`src/rtl/fetch_mem_arbiter.sv`:
```
// fetch_mem_arbiter: shares one memory port between instruction fetch and
// load/store, one transaction at a time, alternating priority on contention.
module fetch_mem_arbiter #(
    parameter int DATA_W = 32
) (
    input  logic                clk,
    input  logic                rst,
    input  logic                i_req,
    input  logic [DATA_W-1:0]   i_addr,
    output logic [DATA_W-1:0]   i_rdata,
    output logic                i_done,
    output logic                i_stall,
    input  logic                d_req,
    input  logic                d_we,
    input  logic [DATA_W/8-1:0] d_be,
    input  logic [DATA_W-1:0]   d_addr,
    input  logic [DATA_W-1:0]   d_wdata,
    output logic [DATA_W-1:0]   d_rdata,
    output logic                d_done,
    output logic                d_stall,
    input  logic                flush,
    output logic                m_valid,
    output logic                m_we,
    output logic [DATA_W/8-1:0] m_be,
    output logic [DATA_W-1:0]   m_addr,
    output logic [DATA_W-1:0]   m_wdata,
    input  logic [DATA_W-1:0]   m_rdata,
    input  logic                m_ready
);
    typedef enum logic [1:0] {IDLE, BUSY_I, BUSY_D} state_t;

    state_t state;
    logic   last_d;
    logic   drop;
    logic   i_elig;
    logic   d_elig;
    logic   grant_i;
    logic   grant_d;
    logic   i_kill;

    assign i_stall = i_req & ~i_done;
    assign d_stall = d_req & ~d_done;
    assign i_elig  = i_req & ~i_done & ~flush;
    assign d_elig  = d_req & ~d_done;
    assign grant_d = d_elig & (~i_elig | ~last_d);
    assign grant_i = i_elig & ~grant_d;
    // a flush landing on the completing cycle still kills the fetch
    assign i_kill  = drop | flush;

    always_ff @(posedge clk) begin
        if (rst) begin
            state   <= IDLE;
            last_d  <= 1'b0;
            drop    <= 1'b0;
            i_done  <= 1'b0;
            d_done  <= 1'b0;
            i_rdata <= '0;
            d_rdata <= '0;
            m_valid <= 1'b0;
            m_we    <= 1'b0;
            m_be    <= '0;
            m_addr  <= '0;
            m_wdata <= '0;
        end else begin
            i_done <= 1'b0;
            d_done <= 1'b0;
            unique case (state)
                IDLE: begin
                    if (grant_d) begin
                        state   <= BUSY_D;
                        last_d  <= 1'b1;
                        m_valid <= 1'b1;
                        m_we    <= d_we;
                        m_be    <= d_be;
                        m_addr  <= d_addr;
                        m_wdata <= d_wdata;
                    end else if (grant_i) begin
                        state   <= BUSY_I;
                        last_d  <= 1'b0;
                        drop    <= 1'b0;
                        m_valid <= 1'b1;
                        m_we    <= 1'b0;
                        m_be    <= '1;
                        m_addr  <= i_addr;
                        m_wdata <= '0;
                    end
                end
                BUSY_I: begin
                    if (m_ready) begin
                        state   <= IDLE;
                        m_valid <= 1'b0;
                        drop    <= 1'b0;
                        if (!i_kill) begin
                            i_rdata <= m_rdata;
                            i_done  <= 1'b1;
                        end
                    end else if (flush) begin
                        drop <= 1'b1;
                    end
                end
                BUSY_D: begin
                    if (m_ready) begin
                        state   <= IDLE;
                        m_valid <= 1'b0;
                        d_rdata <= m_rdata;
                        d_done  <= 1'b1;
                    end
                end
                default: state <= IDLE;
            endcase
        end
    end
endmodule
```
`config.mk`:
```
export PLATFORM = sky130hd
export DESIGN_NAME = fetch_mem_arbiter
export DESIGN_NICKNAME = d
export VERILOG_FILES = /design/src/rtl/fetch_mem_arbiter.sv
export SDC_FILE = /design/constraint.sdc
export NUM_CORES = 1
export LEC_CHECK = 0
export CORE_MARGIN = 10
export CORE_UTILIZATION = 25
export CTS_CLUSTER_DIAMETER = 80
export DETAILED_ROUTE_END_ITERATION = 16
export PLACE_DENSITY = 0.51
export SYNTH_ARGS = -nofsm -noshare
export SYNTH_HDL_FRONTEND = slang
export SYNTH_SLANG_ARGS = --single-unit
```
`constraint.sdc`:
```
create_clock -name clk -period 2.1 [get_ports clk]
set_input_delay 0.42 -clock clk [delete_from_list [all_inputs] [get_ports clk]]
set_output_delay 0.42 -clock clk [all_outputs]
set_load 0.005 [all_outputs]
```
==> impl_metrics.toml <==
[run_status]
status = "completed"

[min_path]
hold_path_class = "register to register"
hold_end = "d_rdata[11]"
whs_path_depth = 2
hold_start = "d_rdata[11]"

[clocking]
postCtsSetupRepairBufs = 0
cts_root_buffer = "clkbuf_16"
cts_tree = "done"
h-tree-depth = 4
clk_pin_slew_ns = 0.06
clockBufferDepth = 2
numClockSinks = 140
clk_latency_ns = 0.42
cts_buffers = 17

[routing]
drc_errors = 0
ant_nets = 0
route.vias.total = 5767
firstDrtPassIters = 6
drtIter0Drc = 387
detail_route.wl_per_cell_um = 18.2
viasPerCell = 4.70
routed_wl_um = 22300

[final_layout]
finalInstanceArea_um2 = 9500
layout-drive-gt1-share = 0.0711
nets = 1072
area_delta_synth_final_pct = 67.5
final_util = 0.422

[floorplanning]
die_area_um2 = 29100
num_io_pins = 277
core-area_um2 = 22500
num_rows = 55
die_h_um = 171
die_w_um = 171
initial_core_util = 0.252

[synth]
synth_commonest_cells = "dfxtp_1 (140), nand2_1 (133), a21oi_1 (98)"
yosysSeqAreaShare = 0.494
avgSynthCellArea_um2 = 8.32
yosysTopAreaCellShare = 0.494
yosys_warnings = 0
synth_most_common_cell = "dfxtp_1"
netlist_area_um2 = 5670
synthTopCellsByArea = "dfxtp_1 (49%), nand2_1 (8.8%), a21oi_1 (8.6%)"
synth_top_cell_by_area = "dfxtp_1"
synth_edf_count = 0
synth_cell_types = 34
syn_nets = 825
async_reset_ff_frac = 0
synth_seq_cells = 140
syn_inst = 682
ys.flop_type = "dfxtp_1"

[global_routing]
antenna_found_initial = 1
grt_max_degree = 67
grt_pass1_vias = 5687
groute.usage.overall = 0.147
grt_pass1_wl_um = 33800
grt-ovfl-total = 0

[setup_path]
worstReg2RegEnd = "m_addr[18]"
cpMostUsedCell = "clkdlybuf4s50_1"
endpoint_kind = "primary output"
r2r_start = "state[1]"
r2r_setup_slack_ns = 0.24
worstSetupPathType = "input port to primary output"
worstRegToRegCells = 6
slowest_stage = "clkdlybuf4s50_1"
cp_max_fo = 4
critPathArrivalTime_ns = 1.58
cp_cell_sequence = "clkdlybuf4s50_1 -> nand2b_2 -> inv_1 -> clkdlybuf4s50_1"
cp_num_buf_inv = 3
slowest_delay_ns = 0.51
crit_family = "buffers and inverters"
required_ns = 1.68
critPathLaunchType = "input port"

[sta]
worst-slew-pin-transition_ns = 0.632
setup_tns_ns = 0
drv_slew = 0
fin_crit_sh = 0.954
rsz0062_at_grt = "no"
slew_headroom = 0.578
min_period_ns = 2.00
setup_viol = 0
finalClockSkew_ns = 0.0128
hold_viol = 0
timing.fmax_ghz = 0.499

[placed_design]
dp_hpwl_um = 15700
gp_congestion = 0.771
port_buffers = 276
placed_area_um2 = 8810

[power]
powerDensity_nw_per_um2 = 873
total_power_mw = 8.30
power_leakage_nw = 3.28
vdd_ir_drop_max_mv = 0.442

[job]
drv_cap = 0
## worst max path at each step
stage	from	to	cells past startpoint
floorplan	state[0]	m_addr[10]	7
global placement	flush	m_addr[8]	4
detailed placement	flush	m_addr[18]	4
CTS	d_req	d_stall	4
global route	d_req	d_stall	4
finish	d_req	d_stall	4
## placed cells by master (no fill, tap or decap), types with 2 or more instances in the layout
| master | instances |
|---|---|
| clkdlybuf4s50_1 | 274 |
| a21oi_1 | 98 |
| inv_6 | 3 |
| inv_8 | 3 |
| or3b_1 | 32 |
| ha_1 | 4 |
| nor2b_1 | 2 |
| nand4bb_1 | 2 |
| buf_4 | 12 |
| o221a_2 | 4 |
| buf_12 | 12 |
| o21ai_0 | 33 |
| bufinv_16 | 6 |
| clkbuf_16 | 17 |
| nor3b_1 | 2 |
| nor3_1 | 34 |
| dfxtp_1 | 140 |
| nand2_1 | 133 |
| inv_1 | 5 |
| and4bb_2 | 2 |
| a31oi_1 | 2 |
| a311oi_1 | 33 |
| nor2_1 | 4 |
| nand3_1 | 68 |
## worst register-to-register path, stage by stage, from the launching register on
cell,delay (ns)
dfxtp_1,0.33
inv_1,0.11
ha_1,0.35
and3b_2,0.35
buf_12,0.25
nor3_1,0.10
a311oi_1,0.28
## per-stage QoR
stage                     worst slack [ns]  cells  hold slack, ns
after CTS                           0.0741   1227           0.421
after floorplan                      0.421    682           0.446
after detailed placement            -0.211   1195           0.448
after global placement              -0.166   1195           0.441
after global routing                0.0216   1228           0.447
final                               0.0963   1228           0.452
## where the power goes
group / switching [mW] / total, mW / internal (mW)
Combinational: 0.778 / 1.75 / 0.968
Sequential: 0.128 / 3.02 / 2.89
Clock: 1.26 / 3.53 / 2.27
Total: 2.17 / 8.30 / 6.13
## state kept, by name (all words and copies together), names as in the netlist
signal and count:
d_rdata 32, i_rdata 32, m_addr 32, m_wdata 32, m_be 4, state 2
d_done 1, drop 1, i_done 1, last_d 1, m_valid 1, m_we 1
## per-layer routing
layer | global-route usage | up-vias | wire length, um
met5 | 0 | - | 0
met2 | 0.251 | 165 | 11100
li1 | - | 2903 | -
met3 | 0.0629 | 13 | 1990
met1 | 0.164 | 2686 | 9050
met4 | 0.0416 | 0 | 202
## repair_timing
action,4_1_cts,5_1_grt
hold buffers,0,0
setup endpoints to repair,1,0
gates resized for setup,1,0
## final cells by class
class | instances | area (um^2)
clock inverters | 14 | 256
repair buffers | 299 | 3080
diodes | 1 | 2.50
flip-flops and latches | 140 | 2800
fillers | 2252 | 13000
clock buffers | 18 | 429
inverters | 5 | 18.8
well taps | 285 | 357
multi-input cells | 466 | 2550
## cell families (layout without fill, tap and decap cells)
logic type                 Yosys count  after routing  share of synthesized area
and+or+nand+nor                    287            287                      0.256
other                                0              1                          0
muxes                                1              1                    0.00198
buffers and inverters               76            336                     0.0567
AOI/OAI and AO/OA                  174            174                      0.182
adders and majority gates            4              4                    0.00882
DFF                                140            140                      0.494
No activity file was read; power rests on OpenSTA's default activity.
